<file path="config.mk">
export PLATFORM = sky130hd
export DESIGN_NAME = watch_capture_ctrl_flat
export DESIGN_NICKNAME = d
export VERILOG_FILES = /design/src/rtl/watch_pkg.sv /design/src/rtl/watch_capture_ctrl_if.sv /design/src/rtl/watch_rd_hold.sv /design/src/rtl/watch_capture_ctrl.sv /design/src/flat_wrapper.sv
export SDC_FILE = /design/constraint.sdc
export NUM_CORES = 1
export LEC_CHECK = 0
export ABC_AREA = 1
export CAP_MARGIN = 10
export CELL_PAD_IN_SITES_DETAIL_PLACEMENT = 1
export CELL_PAD_IN_SITES_GLOBAL_PLACEMENT = 1
export CORE_MARGIN = 1
export CORE_UTILIZATION = 29
export CTS_CLUSTER_SIZE = 12
export DETAILED_ROUTE_END_ITERATION = 16
export HOLD_SLACK_MARGIN = 0.05
export PLACE_DENSITY = 0.79
export SLEW_MARGIN = 20
export SYNTH_ARGS = -nofsm -noshare
export SYNTH_HDL_FRONTEND = slang
export SYNTH_SLANG_ARGS = --single-unit
</file>
<file path="constraint.sdc">
create_clock -name trig_clk -period 2 [get_ports trig_clk]
set_input_delay 0.4 -clock trig_clk [delete_from_list [all_inputs] [get_ports trig_clk]]
set_output_delay 0.4 -clock trig_clk [all_outputs]
set_load 0.005 [all_outputs]
</file>
<file path="src/rtl/watch_pkg.sv">
// rtl/watch_pkg.sv - shared state codes and depth helper for the watch capture controller
//
// Purpose: state encoding of the capture/readout FSM and the capture-RAM depth
// derivation, shared by every file of the watch capture slice.
// Ports: none (package).

package watch_pkg;

  localparam int STATE_W = 3;

  typedef enum logic [STATE_W-1:0] {
    S_IDLE     = 3'd0,
    S_PRE      = 3'd1,
    S_ARMED    = 3'd2,
    S_POST     = 3'd3,
    S_DONE     = 3'd4,
    S_RD_ISSUE = 3'd5,
    S_RD_HOLD  = 3'd6
  } state_t;

  // Capture-RAM depth for a given address width.
  function automatic int watch_depth(input int addr_w);
    return 1 << addr_w;
  endfunction

endpackage

</file>
<file path="src/rtl/watch_capture_ctrl_if.sv">
// rtl/watch_capture_ctrl_if.sv - capture-RAM and readout-stream bundle
//
// Purpose: groups the capture-RAM write/read port and the readout stream.
// Signals:
//   wt_en/wt_addr      capture-RAM write strobe and address (controller -> RAM)
//   rd_en/rd_addr      capture-RAM read strobe and address  (controller -> RAM)
//   rd_data            read data, valid one cycle after rd_en (RAM -> controller)
//   out_valid/out_data readout stream                        (controller -> sink)
//   out_ready          downstream ready                      (sink -> controller)
// Modports: master = controller side, slave = RAM/sink side.

interface watch_capture_ctrl_if #(
  parameter int ADDR_W = 10,
  parameter int DATA_W = 16
);

  logic              wt_en;
  logic [ADDR_W-1:0] wt_addr;
  logic              rd_en;
  logic [ADDR_W-1:0] rd_addr;
  logic [DATA_W-1:0] rd_data;
  logic              out_valid;
  logic [DATA_W-1:0] out_data;
  logic              out_ready;

  modport master (
    output wt_en, wt_addr, rd_en, rd_addr, out_valid, out_data,
    input  rd_data, out_ready
  );

  modport slave (
    input  wt_en, wt_addr, rd_en, rd_addr, out_valid, out_data,
    output rd_data, out_ready
  );

endinterface

</file>
<file path="src/rtl/watch_rd_hold.sv">
// rtl/watch_rd_hold.sv - readout output register with valid/ready hold
//
// Purpose: captures one RAM read word and presents it on a valid/ready stream,
// keeping data stable until the sink accepts it.
// Ports:
//   clk, rst   clock and synchronous active-high reset
//   clear      drops valid immediately (abort)
//   load       capture in_data and raise valid
//   in_data    RAM read data
//   out_ready  downstream ready
//   out_valid  stream valid
//   out_data   stream data (registered)

module watch_rd_hold #(
  parameter int DATA_W = 16
) (
  input  logic              clk,
  input  logic              rst,
  input  logic              clear,
  input  logic              load,
  input  logic [DATA_W-1:0] in_data,
  input  logic              out_ready,
  output logic              out_valid,
  output logic [DATA_W-1:0] out_data
);

  logic              valid_q, valid_d;
  logic [DATA_W-1:0] data_q, data_d;

  always_comb begin
    valid_d = valid_q;
    data_d  = data_q;
    if (clear) begin
      valid_d = 1'b0;
    end else if (load) begin
      valid_d = 1'b1;
      data_d  = in_data;
    end else if (valid_q && out_ready) begin
      valid_d = 1'b0;
    end
  end

  always_ff @(posedge clk) begin
    if (rst) begin
      valid_q <= 1'b0;
      data_q  <= '0;
    end else begin
      valid_q <= valid_d;
      data_q  <= data_d;
    end
  end

  assign out_valid = valid_q;
  assign out_data  = data_q;

endmodule

</file>
<file path="src/rtl/watch_capture_ctrl.sv">
// rtl/watch_capture_ctrl.sv - pre/post-trigger capture and circular readout controller
//
// Purpose: fills a circular capture RAM before a trigger, records the trigger
// address, stops after post_len samples, then streams the whole buffer out
// oldest-first.
// Ports:
//   trig_clk, trig_rst  clock, synchronous active-high reset
//   arm                 pulse: start capture (IDLE/DONE only)
//   abort               level: return to IDLE, highest priority
//   pause               level: freeze writes and counters during capture
//   trig_hit            trigger condition (ARMED only)
//   post_len            post-trigger sample count incl. trigger, latched on arm
//   rd_start            pulse: start readout from DONE
//   rd_done             pulse after the last readout beat
//   stop_flag/stop_addr capture complete / last written address
//   trig_addr           address of the trigger sample
//   state               FSM state code
//   bus                 capture-RAM port and readout stream (master)

module watch_capture_ctrl
  import watch_pkg::*;
#(
  parameter int ADDR_W = 10,
  parameter int DATA_W = 16
) (
  input  logic                trig_clk,
  input  logic                trig_rst,
  input  logic                arm,
  input  logic                abort,
  input  logic                pause,
  input  logic                trig_hit,
  input  logic [ADDR_W-1:0]   post_len,
  input  logic                rd_start,
  output logic                rd_done,
  output logic                stop_flag,
  output logic [ADDR_W-1:0]   stop_addr,
  output logic [ADDR_W-1:0]   trig_addr,
  output logic [STATE_W-1:0]  state,
  watch_capture_ctrl_if.master bus
);

  localparam int               CNT_W   = ADDR_W + 1;
  localparam logic [CNT_W-1:0] DEPTH_C = CNT_W'(watch_depth(ADDR_W));

  state_t            state_q, state_d;
  logic [ADDR_W-1:0] wt_addr_q, wt_addr_d;
  logic [ADDR_W-1:0] rd_ptr_q, rd_ptr_d;
  logic [ADDR_W-1:0] trig_addr_q, trig_addr_d;
  logic [ADDR_W-1:0] stop_addr_q, stop_addr_d;
  logic [ADDR_W-1:0] post_len_q, post_len_d;
  // One counter serves all phases: writes done in PRE, post-trigger samples
  // (trigger included) in POST, beats remaining during readout.
  logic [CNT_W-1:0]  cnt_q, cnt_d;
  logic              stop_flag_q, stop_flag_d;
  logic              rd_done_q, rd_done_d;
  // High in the first RD_HOLD cycle, when the RAM word from RD_ISSUE is valid.
  logic              load_q, load_d;

  logic              capturing;
  logic              wr_fire;
  logic              rd_fire;
  logic [CNT_W-1:0]  cnt_inc;
  logic [CNT_W-1:0]  pre_len;
  logic              hold_valid;
  logic [DATA_W-1:0] hold_data;

  assign capturing = (state_q == S_PRE) || (state_q == S_ARMED) || (state_q == S_POST);
  assign wr_fire   = capturing && !pause;
  assign rd_fire   = hold_valid && bus.out_ready;
  assign cnt_inc   = cnt_q + CNT_W'(1);
  assign pre_len   = DEPTH_C - {1'b0, post_len_q};

  always_comb begin
    state_d     = state_q;
    wt_addr_d   = wt_addr_q;
    rd_ptr_d    = rd_ptr_q;
    trig_addr_d = trig_addr_q;
    stop_addr_d = stop_addr_q;
    post_len_d  = post_len_q;
    cnt_d       = cnt_q;
    stop_flag_d = stop_flag_q;
    rd_done_d   = 1'b0;
    load_d      = 1'b0;

    if (abort) begin
      state_d     = S_IDLE;
      stop_flag_d = 1'b0;
    end else begin
      case (state_q)
        S_IDLE, S_DONE: begin
          if (arm) begin
            state_d     = S_PRE;
            wt_addr_d   = '0;
            cnt_d       = '0;
            stop_flag_d = 1'b0;
            post_len_d  = (post_len == '0) ? ADDR_W'(1) : post_len;
          end else if ((state_q == S_DONE) && rd_start) begin
            // Oldest sample sits just after the last written address.
            state_d  = S_RD_ISSUE;
            rd_ptr_d = stop_addr_q + ADDR_W'(1);
            cnt_d    = DEPTH_C;
          end
        end

        S_PRE: begin
          if (wr_fire) begin
            wt_addr_d = wt_addr_q + ADDR_W'(1);
            cnt_d     = cnt_inc;
            if (cnt_inc == pre_len) begin
              state_d = S_ARMED;
              cnt_d   = '0;
            end
          end
        end

        S_ARMED: begin
          if (wr_fire) begin
            wt_addr_d = wt_addr_q + ADDR_W'(1);
            if (trig_hit) begin
              trig_addr_d = wt_addr_q;
              if (post_len_q == ADDR_W'(1)) begin
                state_d     = S_DONE;
                stop_addr_d = wt_addr_q;
                stop_flag_d = 1'b1;
              end else begin
                state_d = S_POST;
                cnt_d   = CNT_W'(1);
              end
            end
          end
        end

        S_POST: begin
          if (wr_fire) begin
            wt_addr_d = wt_addr_q + ADDR_W'(1);
            cnt_d     = cnt_inc;
            if (cnt_inc == {1'b0, post_len_q}) begin
              state_d     = S_DONE;
              stop_addr_d = wt_addr_q;
              stop_flag_d = 1'b1;
            end
          end
        end

        S_RD_ISSUE: begin
          state_d = S_RD_HOLD;
          load_d  = 1'b1;
        end

        S_RD_HOLD: begin
          if (rd_fire) begin
            rd_ptr_d = rd_ptr_q + ADDR_W'(1);
            cnt_d    = cnt_q - CNT_W'(1);
            if (cnt_q == CNT_W'(1)) begin
              state_d   = S_DONE;
              rd_done_d = 1'b1;
            end else begin
              state_d = S_RD_ISSUE;
            end
          end
        end

        default: state_d = S_IDLE;
      endcase
    end
  end

  always_ff @(posedge trig_clk) begin
    if (trig_rst) begin
      state_q     <= S_IDLE;
      wt_addr_q   <= '0;
      rd_ptr_q    <= '0;
      trig_addr_q <= '0;
      stop_addr_q <= '0;
      post_len_q  <= '0;
      cnt_q       <= '0;
      stop_flag_q <= 1'b0;
      rd_done_q   <= 1'b0;
      load_q      <= 1'b0;
    end else begin
      state_q     <= state_d;
      wt_addr_q   <= wt_addr_d;
      rd_ptr_q    <= rd_ptr_d;
      trig_addr_q <= trig_addr_d;
      stop_addr_q <= stop_addr_d;
      post_len_q  <= post_len_d;
      cnt_q       <= cnt_d;
      stop_flag_q <= stop_flag_d;
      rd_done_q   <= rd_done_d;
      load_q      <= load_d;
    end
  end

  watch_rd_hold #(
    .DATA_W (DATA_W)
  ) u_rd_hold (
    .clk       (trig_clk),
    .rst       (trig_rst),
    .clear     (abort),
    .load      (load_q),
    .in_data   (bus.rd_data),
    .out_ready (bus.out_ready),
    .out_valid (hold_valid),
    .out_data  (hold_data)
  );

  assign bus.wt_en     = wr_fire;
  assign bus.wt_addr   = wt_addr_q;
  assign bus.rd_en     = (state_q == S_RD_ISSUE);
  assign bus.rd_addr   = rd_ptr_q;
  assign bus.out_valid = hold_valid;
  assign bus.out_data  = hold_data;
  assign rd_done       = rd_done_q;
  assign stop_flag     = stop_flag_q;
  assign stop_addr     = stop_addr_q;
  assign trig_addr     = trig_addr_q;
  assign state         = state_q;

endmodule

</file>
<file path="src/flat_wrapper.sv">
// flat-port wrapper written by rule: the top's interface ports become plain ports
module watch_capture_ctrl_flat import watch_pkg::*;
#(
  parameter int ADDR_W = 10,
  parameter int DATA_W = 16
)
  (trig_clk, trig_rst, arm, abort, pause, trig_hit, post_len, rd_start, rd_done, stop_flag, stop_addr, trig_addr, state, bus_wt_en, bus_wt_addr, bus_rd_en, bus_rd_addr, bus_out_valid, bus_out_data, bus_rd_data, bus_out_ready);
  watch_capture_ctrl_if #(.ADDR_W(ADDR_W), .DATA_W(DATA_W)) bus_i ();
  input  logic trig_clk;
  input  logic trig_rst;
  input  logic arm;
  input  logic abort;
  input  logic pause;
  input  logic trig_hit;
  input  logic [ADDR_W-1:0] post_len;
  input  logic rd_start;
  output logic rd_done;
  output logic stop_flag;
  output logic [ADDR_W-1:0] stop_addr;
  output logic [ADDR_W-1:0] trig_addr;
  output logic [STATE_W-1:0] state;
  output wire logic [$bits(bus_i.wt_en)-1:0] bus_wt_en;
  output wire logic [$bits(bus_i.wt_addr)-1:0] bus_wt_addr;
  output wire logic [$bits(bus_i.rd_en)-1:0] bus_rd_en;
  output wire logic [$bits(bus_i.rd_addr)-1:0] bus_rd_addr;
  output wire logic [$bits(bus_i.out_valid)-1:0] bus_out_valid;
  output wire logic [$bits(bus_i.out_data)-1:0] bus_out_data;
  input wire logic [$bits(bus_i.rd_data)-1:0] bus_rd_data;
  input wire logic [$bits(bus_i.out_ready)-1:0] bus_out_ready;
  assign bus_wt_en = bus_i.wt_en;
  assign bus_wt_addr = bus_i.wt_addr;
  assign bus_rd_en = bus_i.rd_en;
  assign bus_rd_addr = bus_i.rd_addr;
  assign bus_out_valid = bus_i.out_valid;
  assign bus_out_data = bus_i.out_data;
  assign bus_i.rd_data = bus_rd_data;
  assign bus_i.out_ready = bus_out_ready;
  watch_capture_ctrl #(.ADDR_W(ADDR_W), .DATA_W(DATA_W)) u_core (.trig_clk(trig_clk), .trig_rst(trig_rst), .arm(arm), .abort(abort), .pause(pause), .trig_hit(trig_hit), .post_len(post_len), .rd_start(rd_start), .rd_done(rd_done), .stop_flag(stop_flag), .stop_addr(stop_addr), .trig_addr(trig_addr), .state(state), .bus(bus_i));
endmodule
</file>
==> out/results.txt <==
dpl ws: -374.5 ps
syn_area_per_cell: 6.320 um2
Detailed Route WL: 21020 um
drc violations: 0
total gr overflow: 0
Worst Path Max Fanout: 4
Post-DRT Antenna Nets: 0
Clock Tree Buf Depth: 2
Hold EP: u_core.u_rd_hold.out_valid
All-Layer GR Usage: 21.64%
1st-iter DRT viols: 259
Reg2Reg Depth: 15
Rows: 47
Worst-Margin Slew: 511.0 ps
Reg2Reg Setup Slack: -240 ps
Core Util, Final: 47.97%
gp weighted congestion: 0.8463
height of the die: 133.8 um
synth warn: 0
Synth Cell Area: 0.005037 mm2
clock skew: 9.791 ps
RR Endpoint: u_core.stop_flag
post-synth cell types: 38
setup tns final: -3318 ps
cts bufs inserted: 9
final hold vios: 0
Die W: 133.8 um
Seq/Total Area, Yosys: 33.38%
RSZ-0062 raised after global routing: yes
Top Ports: 98
number of global-route vias before repair: 6315
Syn Inst Count: 797
routed via count: 6143
Crit. Startpoint: u_core.cnt_q[0]
syn_nets: 838
ANT cells: 0
Required @ worst endpoint: 2300 ps
worst vdd ir: 0.0003515 V
core area: 0.01676 mm2
Final Max Slew Viols: 0
via-per-instance ratio: 4.938
Pleak: 3.656 nW
largest net degree at the start of global routing: 35
H-tree level count: 3
clock share of power: 37.9%
P per Cell Area: 609.7 mW/mm2
fin crit period: 2242 ps
max_cap viols: 0
switching power: 0.001621 W
CTS tree: done
final setup fails: 27
PortBufs: 97
type of origin of the critical path: register
Hold Path Depth: 2
root buffer cell: clkbuf_16
Initial Util: 30.06%
clock slew at reported path FFs: 80 ps
status: finished with violations
Crit. End Element: register
post-route setup slack: -242.3 ps
failing checks: setup timing
die area: 0.01790 mm2
share of layout cells above drive strength 1: 27.83%
internal power: 0.003280 W
DP HPWL: 14080 um
First-pass DRT Iterations: 4
Routed WL per cell: 16.90 um
Slew headroom: 65.90%
worst path arrival time: 2540 ps
Max Fclk: 446.0 MHz
Nets: 1060
RR Startpoint: u_core.cnt_q[0]
Final period util: 112.1%
Clock Latency Late Sink: 360 ps
synth-to-layout area growth: 59.59%
initial antenna violation count: 1
total chip power: 0.004901 W
worst hold path class: register to register
CTS Sinks: 84
Reg power frac: 36.5%
switching share of power: 33.08%
Worst Hold Launch: u_core.load_q
Yosys reg bits: 84
Comb pwr share: 25.5%
global-route wire length before repair: 30840 um
WS Path Type: register to register
-- power groups by stage --
stage               sequential [W]  clock [W]  combinational (W)
finish                     0.00179    0.00186            0.00125
global route               0.00180    0.00194            0.00136
floorplan                  0.00181          0           0.000547
CTS                        0.00178    0.00188            0.00111
global placement           0.00182          0            0.00102
detailed placement         0.00182          0            0.00104
-- final cells by class --
| cell class | count | area [um2] |
|---|---|---|
| tap | 220 | 275.3 |
| inverter | 109 | 420.4 |
| timing repair buffer | 239 | 2127 |
| clock inverter | 7 | 93.84 |
| sequential | 84 | 1705 |
| fill | 2118 | 8721 |
| multi-input combinational | 575 | 3184 |
| clock buffer | 9 | 225.2 |
| timing repair inverter | 1 | 7.507 |
-- synthesized netlist by cell type (all sizes together) --
cell type	number	area [um2]
a211oi	5	42.54
a21oi	48	244.0
a221oi	1	8.760
a22oi	1	7.510
a31oi	1	6.260
and3	2	12.51
buf	16	122.6
clkbuf	14	52.55
dfxtp	84	1682
ha	7	87.58
inv	109	409.1
nand2	194	745.7
nand3	57	312.8
nand3b	3	22.52
nand4	12	75.07
nor2	124	523.0
nor3	23	125.1
nor4	6	37.54
o211ai	2	15.01
o21a	3	22.52
o21ai	69	349.1
o21bai	3	22.52
o22ai	1	6.260
xnor2	3	26.28
xor2	9	78.83
-- registers in the layout (all words and copies together), names as in the netlist --
register,cells
u_core.stop_addr,10
u_core.bus.wt_addr,10
u_core.cnt_q,11
u_core.rd_done,1
u_core.trig_addr,10
u_core.post_len_q,10
u_core.bus.rd_addr,10
u_core.state,3
u_core.u_rd_hold.out_data,16
u_core.stop_flag,1
u_core.u_rd_hold.out_valid,1
u_core.load_q,1
-- worst max-delay path, cell delays in order, from the launching register on --
cell and delay (ps):
dfxtp_4 370, ha_4 180, inv_1 60, nand2_1 70, nand2_1 140, xor2_1 170, nand2_1 60, nor2_1 80
nand3_1 80, nor2_1 130, nand3_2 120, a21oi_2 190, buf_4 140, buf_4 100, nand3_1 110, a21oi_2 170
-- through the flow --
stage               std cells  cell area (um2)  hold WS [ps]
finish                   1244             8039         460.3
floorplan                 797             5052         434.9
global route             1244             8039         474.7
detailed placement       1203             7079         448.1
global placement         1203             7079         436.6
CTS                      1226             7642         458.8
-- cell families after synthesis --
family                     Yosys count  synth area share (%)
AOI/OAI and AO/OA                  134                 14.38
adders and majority gates            7                 1.739
and+or+nand+nor                    421                 36.81
buffers and inverters              139                 11.60
xor gates and xnor gates            12                 2.087
DFF                                 84                 33.38
-- what timing repair did --
| item | CTS | global route |
|---|---|---|
| gates cloned | 1 | 2 |
| resized for setup | 57 | 76 |
| hold buffers | 0 | 0 |
| setup buffers | 6 | 17 |
| pin swaps | 13 | 30 |
| setup endpoints to repair | 37 | 36 |
-- how the worst max path moves through the flow --
stage	to	slack, ps	cells after the start
after global routing	u_core.stop_flag	-400	15
final	u_core.stop_flag	-240	15
after floorplan	u_core.bus.rd_addr[8]	0.3	12
after global placement	u_core.cnt_q[1]	-250	9
after detailed placement	u_core.bus.rd_addr[3]	-370	8
after CTS	u_core.state[2]	-180	17
-- cell usage in the layout (no fill, tap or decap), drive strengths merged, types with 3 or more instances in the layout --
| cell | count |
|---|---|
| nand2 | 194 |
| buf | 142 |
| nor2 | 124 |
| inv | 112 |
| clkdlybuf4s50 | 95 |
| dfxtp | 84 |
| o21ai | 69 |
| nand3 | 58 |
| a21oi | 48 |
| nor3 | 23 |
| nand4 | 12 |
| xor2 | 9 |
| clkbuf | 9 |
| ha | 7 |
| nor4 | 6 |
| a211oi | 5 |
| nand3b | 3 |
| xnor2 | 3 |
| o21a | 3 |
| o21bai | 3 |
| clkinvlp | 3 |
-- routing by layer --
| layer | part of all wire, % | global-route usage (%) |
|---|---|---|
| met1 | 41 | 24.59 |
| met2 | 51 | 38.26 |
| met3 | 5.5 | 6.878 |
| met4 | 2.5 | 6.818 |
| met5 | 0 | 0 |
Power figures use the tool's default switching activity.
